## config.mk

```make
export PLATFORM = sky130hd
export DESIGN_NAME = lsu_align_splitter_flat
export DESIGN_NICKNAME = d
export VERILOG_FILES = /design/src/rtl/lsu_align_splitter_if.sv /design/src/rtl/lsu_align_splitter.sv /design/src/flat_wrapper.sv
export SDC_FILE = /design/constraint.sdc
export NUM_CORES = 1
export LEC_CHECK = 0
export CAP_MARGIN = 20
export CORE_MARGIN = 4
export CORE_UTILIZATION = 58
export CTS_BUF_LIST = sky130_fd_sc_hd__clkbuf_16
export CTS_CLUSTER_DIAMETER = 60
export DETAILED_ROUTE_END_ITERATION = 6
export DONT_BUFFER_PORTS = 1
export PLACE_DENSITY_LB_ADDON = 0.15
export RECOVER_POWER = 100
export SLEW_MARGIN = 20
export SYNTH_ARGS = -nofsm -noshare
export SYNTH_HDL_FRONTEND = slang
export SYNTH_SLANG_ARGS = --single-unit
```

## constraint.sdc

```tcl
create_clock -name clk -period 3.34 [get_ports clk]
set_input_delay 0.668 -clock clk [delete_from_list [all_inputs] [get_ports clk]]
set_output_delay 0.668 -clock clk [all_outputs]
set_load 0.005 [all_outputs]
```

## src/rtl/lsu_align_splitter_if.sv

```systemverilog
// Request/response and datamemory bus of the LSU align splitter.
// The master drives requests and memory read data; the slave is the splitter.
interface lsu_align_splitter_if #(
   parameter int DM_ADDRESS = 9,
   parameter int DATA_W     = 32
);
   logic                  req_valid;
   logic                  req_ready;
   logic                  req_we;
   logic [2:0]            req_funct3;
   logic [DM_ADDRESS-1:0] req_addr;
   logic [DATA_W-1:0]     req_wdata;
   logic                  resp_valid;
   logic [DATA_W-1:0]     resp_rdata;
   logic                  dm_MemRead;
   logic                  dm_MemWrite;
   logic [DM_ADDRESS-1:0] dm_a;
   logic [DATA_W-1:0]     dm_wd;
   logic [2:0]            dm_Funct3;
   logic [DATA_W-1:0]     dm_rd;
   logic [7:0]            misalign_cnt;

   modport master (
      output req_valid, req_we, req_funct3, req_addr, req_wdata, dm_rd,
      input  req_ready, resp_valid, resp_rdata, dm_MemRead, dm_MemWrite,
             dm_a, dm_wd, dm_Funct3, misalign_cnt
   );

   modport slave (
      input  req_valid, req_we, req_funct3, req_addr, req_wdata, dm_rd,
      output req_ready, resp_valid, resp_rdata, dm_MemRead, dm_MemWrite,
             dm_a, dm_wd, dm_Funct3, misalign_cnt
   );
endinterface

```

## src/rtl/lsu_align_splitter.sv

```systemverilog
// Splits misaligned RISC-V loads/stores into word reads and byte writes for a
// word-organised datamemory, and counts the misaligned requests it accepts.
module lsu_align_splitter #(
   parameter int DM_ADDRESS = 9,
   parameter int DATA_W     = 32
) (
   input logic                 clk,
   input logic                 reset,
   lsu_align_splitter_if.slave bus
);
   typedef enum logic [2:0] {IDLE, LD0, LD1, ST, RESP} state_t;

   state_t                state_q, state_d;
   logic [2:0]            funct3_q, funct3_d;
   logic [DM_ADDRESS-1:0] addr_q, addr_d;
   logic [DATA_W-1:0]     wdata_q, wdata_d;
   logic                  misal_q, misal_d;
   logic [DATA_W-1:0]     word0_q, word0_d;
   logic [DATA_W-1:0]     rdata_q, rdata_d;
   logic [1:0]            byteCnt_q, byteCnt_d;
   logic [7:0]            misalignCnt_q, misalignCnt_d;

   logic [2:0]            reqSize;
   logic [2:0]            curSize;
   logic                  reqMisaligned;
   logic [1:0]            offset;
   logic                  crossing;
   logic [DM_ADDRESS-1:0] wordAddr;
   logic [2*DATA_W-1:0]   loadPair;
   logic [DATA_W-1:0]     loadShifted;
   logic [DATA_W-1:0]     loadResult;
   logic [7:0]            storeByte;

   function automatic logic [2:0] sizeOf(input logic [1:0] f);
      case (f)
         2'b00:   sizeOf = 3'd1;
         2'b01:   sizeOf = 3'd2;
         default: sizeOf = 3'd4;
      endcase
   endfunction

   always_comb begin
      reqSize       = sizeOf(bus.req_funct3[1:0]);
      reqMisaligned = ((reqSize == 3'd2) && bus.req_addr[0]) ||
                      ((reqSize == 3'd4) && (bus.req_addr[1:0] != 2'b00));
      curSize       = sizeOf(funct3_q[1:0]);
      offset        = addr_q[1:0];
      crossing      = ({2'b00, offset} + {1'b0, curSize}) > 4'd4;
      wordAddr      = {addr_q[DM_ADDRESS-1:2], 2'b00};
      storeByte     = 8'(wdata_q >> {byteCnt_q, 3'b000});
   end

   // Load result: pick bytes offset..offset+size-1 of {second word, first word}.
   always_comb begin
      loadPair    = (state_q == LD1) ? {bus.dm_rd, word0_q} : {{DATA_W{1'b0}}, bus.dm_rd};
      loadShifted = DATA_W'(loadPair >> {offset, 3'b000});
      case (funct3_q[1:0])
         2'b00:   loadResult = funct3_q[2] ? {{(DATA_W-8){1'b0}}, loadShifted[7:0]}
                                           : {{(DATA_W-8){loadShifted[7]}}, loadShifted[7:0]};
         2'b01:   loadResult = funct3_q[2] ? {{(DATA_W-16){1'b0}}, loadShifted[15:0]}
                                           : {{(DATA_W-16){loadShifted[15]}}, loadShifted[15:0]};
         default: loadResult = loadShifted;
      endcase
   end

   always_comb begin
      state_d         = state_q;
      funct3_d        = funct3_q;
      addr_d          = addr_q;
      wdata_d         = wdata_q;
      misal_d         = misal_q;
      word0_d         = word0_q;
      rdata_d         = rdata_q;
      byteCnt_d       = byteCnt_q;
      misalignCnt_d   = misalignCnt_q;
      bus.req_ready   = 1'b0;
      bus.resp_valid  = 1'b0;
      bus.dm_MemRead  = 1'b0;
      bus.dm_MemWrite = 1'b0;
      bus.dm_a        = '0;
      bus.dm_wd       = '0;
      bus.dm_Funct3   = 3'b000;

      case (state_q)
         IDLE: begin
            bus.req_ready = 1'b1;
            if (bus.req_valid) begin
               funct3_d  = bus.req_funct3;
               addr_d    = bus.req_addr;
               wdata_d   = bus.req_wdata;
               misal_d   = reqMisaligned;
               byteCnt_d = 2'd0;
               if (reqMisaligned && (misalignCnt_q != 8'hFF)) begin
                  misalignCnt_d = misalignCnt_q + 8'd1;
               end
               state_d = bus.req_we ? ST : LD0;
            end
         end
         LD0: begin
            bus.dm_MemRead = 1'b1;
            bus.dm_a       = wordAddr;
            bus.dm_Funct3  = 3'b010;
            word0_d        = bus.dm_rd;
            if (crossing) begin
               state_d = LD1;
            end else begin
               rdata_d = loadResult;
               state_d = RESP;
            end
         end
         LD1: begin
            bus.dm_MemRead = 1'b1;
            bus.dm_a       = wordAddr + DM_ADDRESS'(4);
            bus.dm_Funct3  = 3'b010;
            rdata_d        = loadResult;
            state_d        = RESP;
         end
         ST: begin
            bus.dm_MemWrite = 1'b1;
            if (!misal_q) begin
               bus.dm_a      = addr_q;
               bus.dm_Funct3 = funct3_q;
               bus.dm_wd     = wdata_q;
               rdata_d       = '0;
               state_d       = RESP;
            end else begin
               // Misaligned stores go out one byte per cycle, lowest byte first.
               bus.dm_a      = addr_q + DM_ADDRESS'(byteCnt_q);
               bus.dm_Funct3 = 3'b000;
               bus.dm_wd     = {{(DATA_W-8){1'b0}}, storeByte};
               if ({1'b0, byteCnt_q} == (curSize - 3'd1)) begin
                  byteCnt_d = 2'd0;
                  rdata_d   = '0;
                  state_d   = RESP;
               end else begin
                  byteCnt_d = byteCnt_q + 2'd1;
               end
            end
         end
         RESP: begin
            bus.resp_valid = 1'b1;
            state_d        = IDLE;
         end
         default: state_d = IDLE;
      endcase
   end

   always_ff @(posedge clk) begin
      if (reset) begin
         state_q       <= IDLE;
         funct3_q      <= 3'b000;
         addr_q        <= '0;
         wdata_q       <= '0;
         misal_q       <= 1'b0;
         word0_q       <= '0;
         rdata_q       <= '0;
         byteCnt_q     <= 2'd0;
         misalignCnt_q <= 8'd0;
      end else begin
         state_q       <= state_d;
         funct3_q      <= funct3_d;
         addr_q        <= addr_d;
         wdata_q       <= wdata_d;
         misal_q       <= misal_d;
         word0_q       <= word0_d;
         rdata_q       <= rdata_d;
         byteCnt_q     <= byteCnt_d;
         misalignCnt_q <= misalignCnt_d;
      end
   end

   assign bus.resp_rdata   = rdata_q;
   assign bus.misalign_cnt = misalignCnt_q;
endmodule

```

## src/flat_wrapper.sv

```systemverilog
// flat-port wrapper written by rule: the top's interface ports become plain ports
module lsu_align_splitter_flat 
#(
   parameter int DM_ADDRESS = 9,
   parameter int DATA_W     = 32
)
  (clk, reset, bus_req_valid, bus_req_we, bus_req_funct3, bus_req_addr, bus_req_wdata, bus_dm_rd, bus_req_ready, bus_resp_valid, bus_resp_rdata, bus_dm_MemRead, bus_dm_MemWrite, bus_dm_a, bus_dm_wd, bus_dm_Funct3, bus_misalign_cnt);
  lsu_align_splitter_if #(.DM_ADDRESS(DM_ADDRESS), .DATA_W(DATA_W)) bus_i ();
  input logic clk;
  input logic reset;
  input wire logic [$bits(bus_i.req_valid)-1:0] bus_req_valid;
  input wire logic [$bits(bus_i.req_we)-1:0] bus_req_we;
  input wire logic [$bits(bus_i.req_funct3)-1:0] bus_req_funct3;
  input wire logic [$bits(bus_i.req_addr)-1:0] bus_req_addr;
  input wire logic [$bits(bus_i.req_wdata)-1:0] bus_req_wdata;
  input wire logic [$bits(bus_i.dm_rd)-1:0] bus_dm_rd;
  output wire logic [$bits(bus_i.req_ready)-1:0] bus_req_ready;
  output wire logic [$bits(bus_i.resp_valid)-1:0] bus_resp_valid;
  output wire logic [$bits(bus_i.resp_rdata)-1:0] bus_resp_rdata;
  output wire logic [$bits(bus_i.dm_MemRead)-1:0] bus_dm_MemRead;
  output wire logic [$bits(bus_i.dm_MemWrite)-1:0] bus_dm_MemWrite;
  output wire logic [$bits(bus_i.dm_a)-1:0] bus_dm_a;
  output wire logic [$bits(bus_i.dm_wd)-1:0] bus_dm_wd;
  output wire logic [$bits(bus_i.dm_Funct3)-1:0] bus_dm_Funct3;
  output wire logic [$bits(bus_i.misalign_cnt)-1:0] bus_misalign_cnt;
  assign bus_i.req_valid = bus_req_valid;
  assign bus_i.req_we = bus_req_we;
  assign bus_i.req_funct3 = bus_req_funct3;
  assign bus_i.req_addr = bus_req_addr;
  assign bus_i.req_wdata = bus_req_wdata;
  assign bus_i.dm_rd = bus_dm_rd;
  assign bus_req_ready = bus_i.req_ready;
  assign bus_resp_valid = bus_i.resp_valid;
  assign bus_resp_rdata = bus_i.resp_rdata;
  assign bus_dm_MemRead = bus_i.dm_MemRead;
  assign bus_dm_MemWrite = bus_i.dm_MemWrite;
  assign bus_dm_a = bus_i.dm_a;
  assign bus_dm_wd = bus_i.dm_wd;
  assign bus_dm_Funct3 = bus_i.dm_Funct3;
  assign bus_misalign_cnt = bus_i.misalign_cnt;
  lsu_align_splitter #(.DM_ADDRESS(DM_ADDRESS), .DATA_W(DATA_W)) u_core (.clk(clk), .reset(reset), .bus(bus_i));
endmodule
```

==> results.ini <==
[run_status]
status=complete, but fails checks
violations=max-capacitance violations, max-slew violations

[timing]
fin_crit_sh_pct=88.5
finalSetupTns_ps=0
fin_crit_ps=2960
finalHoldViolCount=0
setup_viol=0
finClkSkew_ps=6.39
fmax_mhz=338
maxSlewViolCount=32
worstMarginPinSlew_ps=1510
rsz0062_at_grt=false
slew_headroom_pct=-0.354
whs_ps=330

[global_route]
antenna_found_initial=0
track_usage_pct=28.7
overflow=0
grt_pass1_vias=5833
grt_first_pass_wirelength_mm=29.7
grt_max_degree=94

[clocking]
htree_levels=4
numCtsBuffers=17
clockBufferDepth=2
worstSkewPairLatency_ps=420
path_clk_slew_ps=50
tritoncts=done
cts_resized=0
post_cts_buffers=0
cts_root_buf=clkbuf_16
cts.sinks=122
postCtsHoldBufs=0

[setup_path]
worst_setup_path_start_kind=flop
path_class=flop to output pin
reg2reg_from=u_core.funct3_q[0]$_SDFFE_PP0P_
cpMostUsedCell=buf_4
arrival_ps=2290
crit_slowest_cell=dfxtp_1
crit_family=buffers and inverters
crit_chain=buf_4, nor2b_1, nand2_1, buf_4, inv_1, o21ai_0, a21oi_1
end_kind=output pin
cp_num_buf_inv=3
cp_slowest_stage_delay_ps=410
crit_fanout=17
cp-startpoint=u_core.state_q[1]$_SDFFE_PP0P_
required_ps=2670

[pwr]
switchingPower_mw=1.19
power.density_nw_per_um2=569
combPwrFrac_pct=17.7
ir_worst_vdd_v=0.000500
p_leak_nw=2.42
pwr-share-seq_pct=42.2
p_total_mw=4.04
p_clk_share_pct=40.1
p_int_mw=2.86
switching_share_pct=29.3

[floorplanning]
start_util_pct=60.0
die_y_microns=114
die_x_microns=114
io_pins=168
dieArea_sq_um=13100
core_area_sq_um=10900
rows=38

[yosys]
synth.net_count=914
synth_simple_gate_area_share_pct=19.5
yosysWarnings=0
netlist_instances=826
ys.flop_type=dfxtp_1
synth_top_family_by_area=compound AO/OA/AOI/OAI gates
synthAdderAreaFrac_pct=1.75
synthesis.area_sq_um=6560
avgSynthCellArea_sq_um=7.95
synth_edf_count=0
muxShareOfSynthArea_pct=13.0
ys_seq_elements=122
ys_seq_area_share_pct=37.2
synth_async_sr_flop_share_pct=0
synthDistinctLibCells=55
synth-compound-area-share_pct=21.9
synth-xor-area-share_pct=1.20

[min_path]
hold_path_startpoint=reset
hold_class=primary input to flop

[finish]
fin_util_pct=65.0
nets=882
mostFrequentLayoutCell=nand2_1
fillers=973
antenna-diode-count=0
drive_above_1_share_pct=7.33
stdcell_area_sq_um=7100
area_delta_synth_final_pct=8.22
final_cell_mix=176 x nand2_1, 124 x a21oi_1, 122 x dfxtp_1

[routing]
viasPerCell=6.30
initialDrtViolationCount=550
dr.pass1.iters=7
m1WireLength_mm=6.83
drc=0
met3_length_mm=1.79
ant_nets=0
via_count=5953
top_layer=met4
wl_per_cell_microns=19.8
wirelength_mm=18.7
met2_length_mm=9.17

[placement]
port_buffers=0
hpwl_mm=13.4
place_congestion=0.882
placed_area_sq_um=6620

[job]
drv_cap=1

==> synthesized netlist by cell type (14+ instances only) <==
master / n / share of area (%)
o21ai_0: 21 / 1.6
nor2_1: 30 / 1.7
and2_1: 15 / 1.4
mux2i_1: 57 / 8.7
dfxtp_1: 122 / 37
nor3_1: 25 / 1.9
o2bb2ai_1: 28 / 3.7
o21ai_1: 14 / 1.1
clkbuf_1: 54 / 3.1
inv_1: 20 / 1.1
a21oi_1: 124 / 9.5
nand2_1: 176 / 10
==> registers in the layout (all words and copies together) (netlist names) <==
name and flops:
u_core.bus.resp_rdata 32, u_core.byteCnt_q 2, u_core.bus.misalign_cnt 8, u_core.addr_q 9
u_core.misal_q 1, u_core.wdata_q 32, u_core.word0_q 32, u_core.funct3_q 3
u_core.state_q 3
==> layout make-up <==
type / instances / area [sq um] / share of cell area (%)
repair buffers: 16 / 126 / 1.78
well taps: 140 / 175 / 2.47
inverters: 24 / 90.1 / 1.27
flip-flops and latches: 122 / 2440 / 34.4
clock buffers: 17 / 425 / 5.99
clock inverters: 13 / 92.6 / 1.30
multi-input cells: 613 / 3750 / 52.8
==> layer usage <==
metal,global-route usage [%],up-vias
met5,0,-
met4,15.6,0
met3,10.9,47
met2,47.5,283
met1,31.9,2775
li1,-,2848
==> cell families after synthesis <==
logic type,after synthesis
fa+ha+maj,8
mux,70
xor+xnor,9
compound gates,238
flops,122
simple gates,288
buf+inv,91
==> final timing paths <==
kind,to,slack (ps),cells after the start
worst min register to register,u_core.wdata_q[3]$_SDFFE_PP0P_,450,2
worst max-delay path,bus_dm_wd[0],380,7
worst min-delay path,u_core.bus.misalign_cnt[3]$_SDFFE_PP0P_,330,1
worst max register to register,u_core.bus.resp_rdata[15]$_SDFFE_PP0P_,440,11
==> through the flow <==
stage	setup WS, ps	std cells
final	384	945
after global placement	636	915
after floorplan	203	826
after CTS	374	945
after global routing	131	945
after detailed placement	529	915
==> power by group through the flow <==
stage / combinational [mW] / sequential, mW / clock (mW)
2_1_floorplan: 0.586 / 1.69 / 0
3_3_place_gp: 0.690 / 1.73 / 0
3_5_place_dp: 0.715 / 1.73 / 0
4_1_cts: 0.720 / 1.71 / 1.64
5_1_grt: 0.791 / 1.72 / 1.71
6_report: 0.717 / 1.70 / 1.62
Note: power is estimated with default switching activity, not from simulation.
